### src/rtl/cam_exposure_fsm.sv
// Camera capture sequencer: erase -> exposure of clamped length -> two-row readout.
// Optional CTRL_ABORT_EN adds an abort input that returns to IDLE from EXPOSE/READ.
module cam_exposure_fsm #(
  parameter int EX_W   = 5,
  parameter int EX_MIN = 2,
  parameter int EX_MAX = 30
) (
  input  logic            clk,
  input  logic            reset_n,
  input  logic            init,
  input  logic [EX_W-1:0] ex_time,
`ifdef CTRL_ABORT_EN
  input  logic            abort,
`endif
  output logic            erase,
  output logic            expose,
  output logic            nre_1,
  output logic            nre_2,
  output logic            adc,
  output logic            busy
);

  localparam logic [EX_W-1:0] EX_LO  = EX_W'(EX_MIN);
  localparam logic [EX_W-1:0] EX_HI  = EX_W'(EX_MAX);
  localparam logic [EX_W-1:0] EX_ONE = EX_W'(1);

  typedef enum logic [1:0] {
    S_IDLE   = 2'd0,
    S_EXPOSE = 2'd1,
    S_READ   = 2'd2
  } state_t;

  function automatic logic [EX_W-1:0] clamp_ex(input logic [EX_W-1:0] v);
    if (v < EX_LO)      return EX_LO;
    else if (v > EX_HI) return EX_HI;
    else                return v;
  endfunction

  state_t          r_state, w_state_nxt;
  logic [EX_W-1:0] r_cnt, w_cnt_nxt;
  logic [2:0]      r_step, w_step_nxt;
  logic            r_erase, r_expose, r_nre_1, r_nre_2, r_adc, r_busy;
  logic            w_erase, w_expose, w_nre_1, w_nre_2, w_adc, w_busy;

  always_comb begin
    w_state_nxt = r_state;
    w_cnt_nxt   = r_cnt;
    w_step_nxt  = r_step;
    case (r_state)
      S_IDLE: begin
        if (init) begin
          w_state_nxt = S_EXPOSE;
          w_cnt_nxt   = clamp_ex(ex_time) - EX_ONE;
          w_step_nxt  = 3'd0;
        end
      end
      S_EXPOSE: begin
        if (r_cnt == '0) begin
          w_state_nxt = S_READ;
          w_step_nxt  = 3'd0;
        end else begin
          w_cnt_nxt = r_cnt - EX_ONE;
        end
      end
      S_READ: begin
        if (r_step == 3'd7) w_state_nxt = S_IDLE;
        else                w_step_nxt  = r_step + 3'd1;
      end
      default: w_state_nxt = S_IDLE;
    endcase
`ifdef CTRL_ABORT_EN
    if (abort && (r_state != S_IDLE)) w_state_nxt = S_IDLE;
`endif
  end

  // Outputs are decoded from the next state so the registered lines change on the same edge as the state.
  always_comb begin
    w_erase  = (w_state_nxt == S_IDLE);
    w_expose = (w_state_nxt == S_EXPOSE);
    w_busy   = (w_state_nxt != S_IDLE);
    w_nre_1  = 1'b1;
    w_nre_2  = 1'b1;
    w_adc    = 1'b0;
    if (w_state_nxt == S_READ) begin
      w_nre_1 = !(w_step_nxt <= 3'd2);
      w_nre_2 = !((w_step_nxt >= 3'd4) && (w_step_nxt <= 3'd6));
      w_adc   = (w_step_nxt == 3'd1) || (w_step_nxt == 3'd5);
    end
  end

  always_ff @(posedge clk or negedge reset_n) begin
    if (!reset_n) begin
      r_state  <= S_IDLE;
      r_cnt    <= '0;
      r_step   <= 3'd0;
      r_erase  <= 1'b1;
      r_expose <= 1'b0;
      r_nre_1  <= 1'b1;
      r_nre_2  <= 1'b1;
      r_adc    <= 1'b0;
      r_busy   <= 1'b0;
    end else begin
      r_state  <= w_state_nxt;
      r_cnt    <= w_cnt_nxt;
      r_step   <= w_step_nxt;
      r_erase  <= w_erase;
      r_expose <= w_expose;
      r_nre_1  <= w_nre_1;
      r_nre_2  <= w_nre_2;
      r_adc    <= w_adc;
      r_busy   <= w_busy;
    end
  end

  assign erase  = r_erase;
  assign expose = r_expose;
  assign nre_1  = r_nre_1;
  assign nre_2  = r_nre_2;
  assign adc    = r_adc;
  assign busy   = r_busy;

endmodule
### config.mk
export PLATFORM = sky130hd
export DESIGN_NAME = cam_exposure_fsm
export DESIGN_NICKNAME = d
export VERILOG_FILES = /design/src/rtl/cam_exposure_fsm.sv
export SDC_FILE = /design/constraint.sdc
export NUM_CORES = 1
export LEC_CHECK = 0
export CAP_MARGIN = 20
export CORE_MARGIN = 5
export CORE_UTILIZATION = 47
export CTS_CLUSTER_SIZE = 20
export DETAILED_ROUTE_END_ITERATION = 7
export GPL_TIMING_DRIVEN = 0
export PLACE_DENSITY = 0.73
export SYNTH_ARGS = -nofsm -noshare
export SYNTH_HDL_FRONTEND = slang
export SYNTH_SLANG_ARGS = --single-unit
### constraint.sdc
create_clock -name clk -period 1.65 [get_ports clk]
set_input_delay 0.2475 -clock clk [delete_from_list [all_inputs] [get_ports clk]]
set_output_delay 0.2475 -clock clk [all_outputs]
set_load 0.02 [all_outputs]
Word-level counts from Yosys, hierarchy flattened

Cells that the tools add are included.

Flip-flop bits (word level): 16
Input port bits: 8
Output and inout port bits: 6
Word-level logic and storage cells: 54

$add $sub $neg: 3
$lt $le $gt $ge: 5
Equal/unequal tests: 9
Mux-type cells: 18
Reductions and logical operators: 10

Operators by type and width:

| kind                                                                   | count |
|---|---|
| 5-bit 2-to-1 mux                                                       | 6 |
| 5-bit one-hot mux with 2 select lines                                  | 1 |
| 5-bit by 1-bit subtractor with 5-bit output (second input constant)    | 2 |
| 3-bit 2-to-1 mux                                                       | 3 |
| 3-bit one-hot mux with 3 select lines                                  | 1 |
| 3-bit == test (second input constant)                                  | 2 |
| 2-bit 2-to-1 mux                                                       | 3 |
| 2-bit one-hot mux with 3 select lines                                  | 1 |
| 5-bit > comparator (second input constant)                             | 1 |
| 5-bit zero test                                                        | 1 |
| 5-bit by 2-bit < comparator with 1-bit output (second input constant)  | 1 |
| 2-bit by 1-bit == test with 1-bit output (second input constant)       | 2 |
| 2-bit == test (second input constant)                                  | 2 |
| 2-bit zero test                                                        | 2 |
| 2-bit != test (second input constant)                                  | 2 |
| 2-bit nonzero test                                                     | 2 |
| 3-bit by 1-bit adder with 3-bit output (second input constant)         | 1 |
| 3-bit by 1-bit == test with 1-bit output (second input constant)       | 1 |
| 3-bit >= comparator (second input constant)                            | 1 |
| 3-bit by 2-bit <= comparator with 1-bit output (second input constant) | 1 |
| 3-bit <= comparator (second input constant)                            | 1 |
| 1-bit 2-to-1 mux                                                       | 3 |
| 3-bit AND reduction                                                    | 1 |
| 1-bit zero test                                                        | 2 |
| other kinds (2)                                                        | 2 |

Logic depth before layout (Yosys ltp)

Depth after elaboration: 8
Mapped depth: 9
Gate-level depth less buffers: 8

Least setup slack after synthesis

Ideal clock, no wire load.

Path kind: input port to flip-flop
Start: in ex_time[2]
End: reg r_cnt[4]
Library setup time: 141 ps
Arrival: 1748 ps
Data required time: 1509 ps
Path slack: -238 ps
Stages on the path: 7
Path buffers: 1
Path through: buf_6 > or4_4 > a41oi_2 > ha_1 > inv_1 > o31ai_1 > a21oi_1

Word-level cells in the longest chain between the ends: 8
Elaborated cells between the ends (all ways): 9
Classes of those cells: add/sub (1); order compare (2); mux (6)

RTL lines:

| item                                            | RTL line | source |
|---|---|---|
| from (decl)                                     | 11       | `input logic [EX_W-1:0] ex_time,` |
| 5-bit > comparator                              | 35       | `else if (v > EX_HI) return EX_HI;` |
| 5-bit 2-to-1 mux                                | 35       |  |
| 5-bit 2-to-1 mux (*)                            | 34       | `if (v < EX_LO) return EX_LO;` |
| 5-bit 2-to-1 mux (*)                            | 51       | `if (init) begin` |
| 5-bit 2-to-1 mux (*)                            | 49       | `case (r_state)` |
| 5-bit by 1-bit subtractor with 5-bit output (*) | 53       | `w_cnt_nxt = clamp_ex(ex_time) - EX_ONE;` |
| 5-bit 2-to-1 mux (*)                            | 51       |  |
| 5-bit one-hot mux with 2 select lines (*)       | 49       |  |
| to (signal assigned)                            | 104      | `r_cnt <= w_cnt_nxt;` |
| to (decl)                                       | 40       | `logic [EX_W-1:0] r_cnt, w_cnt_nxt;` |

Every way passes the cells marked *; elsewhere a longest branch is shown, timed or not. The select of a mux whose other input is x is not followed.
A chain may end at the register's enable or synchronous reset.

Worst setup path after layout

Start: reg r_state[0]
End: reg r_cnt[4]

Word-level cells in the longest chain between the ends: 3
Elaborated cells between the ends (all ways): 7
Classes of those cells: eq/ne (3); mux (1); reduce/logical (3)

RTL lines:

| item                                                                        | RTL line | source |
|---|---|---|
| from (decl)                                                                 | 39       | `state_t r_state, w_state_nxt;` |
| from (signal assigned)                                                      | 103      | `r_state <= w_state_nxt;` |
| 2-bit by 1-bit == test with 1-bit output or 2-bit zero test (tied branches) | 49       |  |
| 2-bit != test (no line) or 2-bit nonzero test (tied branches)               | --       |  |
| 3-bit AND reduction (no line)                                               | --       |  |

Several ways; a longest one is shown, not always the timed one.

==> summary.txt <==
Hold path
  • Hold path startpoint: ex_time[2]
  • Class of the most critical hold timing path: primary input to flip-flop

Floorplan
  • Starting Density: 0.4981
  • Core footprint: 0.002002 mm^2
  • Die X-Extent: 56.06 um
  • I/O pins: 14
  • Die area: 0.003143 mm^2
  • Die Height: 56.06 um
  • FP Rows: 16

Yosys
  • Netlist Area Pre-Place: 997.2 um^2
  • Synth Flop Type: sky130_fd_sc_hd__dfrtp_1
  • Dominant combinational cell family by area after synthesis: compound AO/OA/AOI/OAI gates
  • Sequential fraction of the synthesis area: 0.4053
  • Yosys cell types: 45
  • Net count after synthesis: 113
  • Async S/R FF share, synth: 1.000
  • Average cell area after synthesis: 9.682 um^2
  • Number of warning messages in the yosys log: 0
  • Number of enable-type register cells in the synthesized netlist: 0
  • Area share of and/or/nand/nor cells after synthesis: 0.2183
  • Xor-xnor portion of the synthesized cell area: 0.008783
  • Seq cells post-synth: 16
  • Cells after synthesis: 103
  • Post-synthesis adder-cell area fraction: 0.02509
  • Post-synthesis compound-gate area fraction: 0.2472
  • Multiplexer share of the synthesized area: 0.03137

Critical path
  • Critical path startpoint: r_state[0]
  • Start of the worst register-to-register path: r_state[0]
  • Peak fanout along the critical path: 5
  • Cell-by-cell trace of the critical path: buf_6 -> nor2b_4 -> or3_1 -> o21ai_2 -> ha_4 -> inv_2 -> o31ai_1 -> a21oi_1
  • Maximum single-stage delay on the critical path: 0.38 ns
  • CP Class: flip-flop to flip-flop
  • Worst endpoint required time: 1.83 ns
  • Worst-path cell with the longest stage delay: sky130_fd_sc_hd__dfrtp_1
  • Sort of element at the start of the critical path: flip-flop
  • Worst Setup End Kind: flip-flop
  • Critical path arrival: 1.90 ns

Clock network
  • Clock sink count: 16
  • Source-to-sink clock delay at the later pin of the worst-skew pair: 0.29 ns
  • Number of buffers created by CTS: 3
  • H-tree levels: 1
  • TritonCTS clock tree: built
  • Number of hold buffers added after cts: 0
  • Clock transition time at the flip-flop clock pins of the worst setup and hold paths: 0.10 ns
  • Max Buffers Root-to-Sink: 2
  • Root buffer cell: sky130_fd_sc_hd__clkbuf_4

Global route
  • Aggregate global routing overflow: 0
  • GR Layer Usage met1: 0.2264
  • Number of antenna violations at the first check in global routing: 0
  • Top Usage Layer GRT: met2
  • Via count of the first global-routing pass: 884
  • Wire length of the first global-routing pass: 4064 um
  • All-layer global routing usage: 0.1616
  • Maximum number of pins on one net before global-route repair: 17
  • Met3 Usage GRT: 0.03016
  • Met2 Usage GRT: 0.2471

Route
  • Detailed router's first-iteration violation count: 40
  • Via density per instance: 5.937
  • Vias: 938
  • Routed WL per cell: 15.58 um
  • Total wire length after detailed routing: 2461 um
  • Detailed-router iteration count before antenna repair: 4
  • Antenna-violating nets left: 0
  • DRC: 0

Status
  • Run status: complete, but fails checks
  • Failing checks: negative setup slack

Timing
  • Portion of the clock cycle consumed by the worst path in the final layout: 1.042
  • Period minus WS final: 1.719 ns
  • Crit path setup slack, layout: -0.06852 ns
  • Final Max Tran Viols: 0
  • Achievable clock frequency: 0.5819 GHz
  • Worst rel slew slack: 0.5147
  • Clock Skews: 0.007997 ns
  • Finish-stage setup viols: 3
  • Number of failing hold endpoints at the final stage: 0
  • RSZ-0062 raised after global routing: yes
  • Least-Margin Pin Slew: 0.7257 ns

Placement
  • Buffers on Ports: 12
  • Worst setup slack after placement: -0.7317 ns
  • Detailed placement HPWL: 1569 um
  • Inst Count DP: 142
  • Routability congestion estimate: 0.7952

Power
  • Internal power summed over all cells: 1.298 mW
  • Worst ir drop on vdd: 1.380 mV
  • Part of the total power dissipated in the clock network: 0.121
  • Flop pwr share: 0.300
  • Ratio of total power to cell area: 1617 mW/mm^2
  • Total design power: 2.185 mW
  • Cell leakage power: 0.5738 nW
  • Sw frac: 0.4063
  • Combinational cell fraction of total power: 0.580
  • Power spent charging and discharging nets: 0.8879 mW

Cells and area
  • Seq. cell area: 404.1 um^2
  • Share of cells above drive strength 1: 0.3282
  • Number of nets in the final layout: 142
  • Cell Count, Final, Fillers Out: 158
  • Final-layout fill cell count: 150
  • Final antenna diode count: 0
  • Layout area overhead: 35.51%
  • Area of combinational cells with multiple inputs: 594.3 um^2

Job
  • Maximum Capacitance Violations: 0
==> logic make-up (layout without fill, tap and decap cells) <==
family                   Yosys count  in the layout
multiplexers                       3              3
adder cells (fa/ha/maj)            2              2
flip-flops                        16             16
buffers and inverters             10             38
AND/OR/NAND/NOR                   39             39
AO/OA/AOI/OAI                     32             32
XOR/XNOR                           1              1
==> final timing paths <==
kind | end | slack (ns) | cells after the start
worst min-delay path | r_cnt[2] | 0.34 | 4
worst max-delay path | r_cnt[4] | -0.07 | 8
min in group asynchronous | r_cnt[3] | 0.37 | 1
worst min register to register | r_step[1] | 0.55 | 1
worst max register to register | r_cnt[4] | -0.07 | 8
max in group asynchronous | r_step[1] | 0.81 | 1
==> power groups by stage <==
stage / logic (mW) / clock network [mW] / registers (mW)
after floorplan: 0.702 / 0 / 0.647
after global placement: 0.925 / 0 / 0.636
after detailed placement: 0.951 / 0 / 0.637
after CTS: 1.12 / 0.270 / 0.637
after global routing: 1.38 / 0.283 / 0.669
final: 1.27 / 0.264 / 0.655
==> critical path: cells and delay by family (launching register included) <==
family	cells	cell delay, ns
AOI/OAI and AO/OA	3	0.41
adders and majority gates	1	0.18
buffers and inverters	2	0.17
DFF	1	0.38
and+or+nand+nor	2	0.46
==> what timing repair did <==
item | 4_1_cts | 5_1_grt
cloned | 0 | 0
gates resized for setup | 13 | 9
buffers inserted | 8 | 4
pin swaps | 6 | 6
setup endpoints to repair | 9 | 8
==> cell type report <==
type / count / area share
clock buffer: 4 / 0.02685
inverter: 4 / 0.01111
buffer: 6 / 0.04630
tap: 27 / 0.02500
sequential: 16 / 0.2991
timing repair buffer: 24 / 0.1519
multi-input combinational: 77 / 0.4398
==> synthesized netlist by cell type, drive strengths merged (2+ instances only) <==
cell type | number | area share
a41oi | 2 | 0.025
a21oi | 6 | 0.034
dfrtp | 13 | 0.33
clkbuf | 4 | 0.026
a311oi | 4 | 0.053
nand3b | 2 | 0.015
nor2 | 8 | 0.030
buf | 2 | 0.023
nor2b | 2 | 0.013
o21ai | 8 | 0.040
and3b | 3 | 0.029
nor3 | 5 | 0.030
dfstp | 3 | 0.079
ha | 2 | 0.025
nand2 | 9 | 0.034
nand3 | 2 | 0.010
mux2i | 2 | 0.020
nand4 | 2 | 0.013
inv | 4 | 0.015
a211oi | 2 | 0.015
==> layer usage <==
layer / vias up / routed length [um]
met1: 433 / 1066
met3: 10 / 210
met4: 0 / 57
li1: 441 / -
met5: - / 0
met2: 54 / 1126
==> flip-flops by register name, summed over array words and instances (netlist names) <==
name	flops
r_cnt	5
nre_1	1
busy	1
expose	1
r_state	2
nre_2	1
r_step	3
erase	1
adc	1
==> cell usage in the layout (no fill, tap or decap), types with 4 or more instances in the layout <==
cell type                         count
sky130_fd_sc_hd__a21oi_1              5
sky130_fd_sc_hd__buf_4               12
sky130_fd_sc_hd__clkdlybuf4s50_1      6
sky130_fd_sc_hd__dfrtp_1             13
sky130_fd_sc_hd__dlygate4sd2_1        5
sky130_fd_sc_hd__nand2_1              9
sky130_fd_sc_hd__nor2_1               8
sky130_fd_sc_hd__nor3_1               4
sky130_fd_sc_hd__o21ai_0              6
==> stage by stage <==
stage,util,cell area (um^2),TNS [ns],hold WS [ns]
final,0.6750,1351,-0.1095,0.3413
after global routing,0.6750,1351,-0.3869,0.3755
after CTS,0.6488,1299,-0.09753,0.3140
after detailed placement,0.5900,1181,-2.736,0.5306
after global placement,0.5900,1181,-2.524,0.5284
after floorplan,-,1027,-0.02875,-0.04809
(Power assumes the default switching activity.)
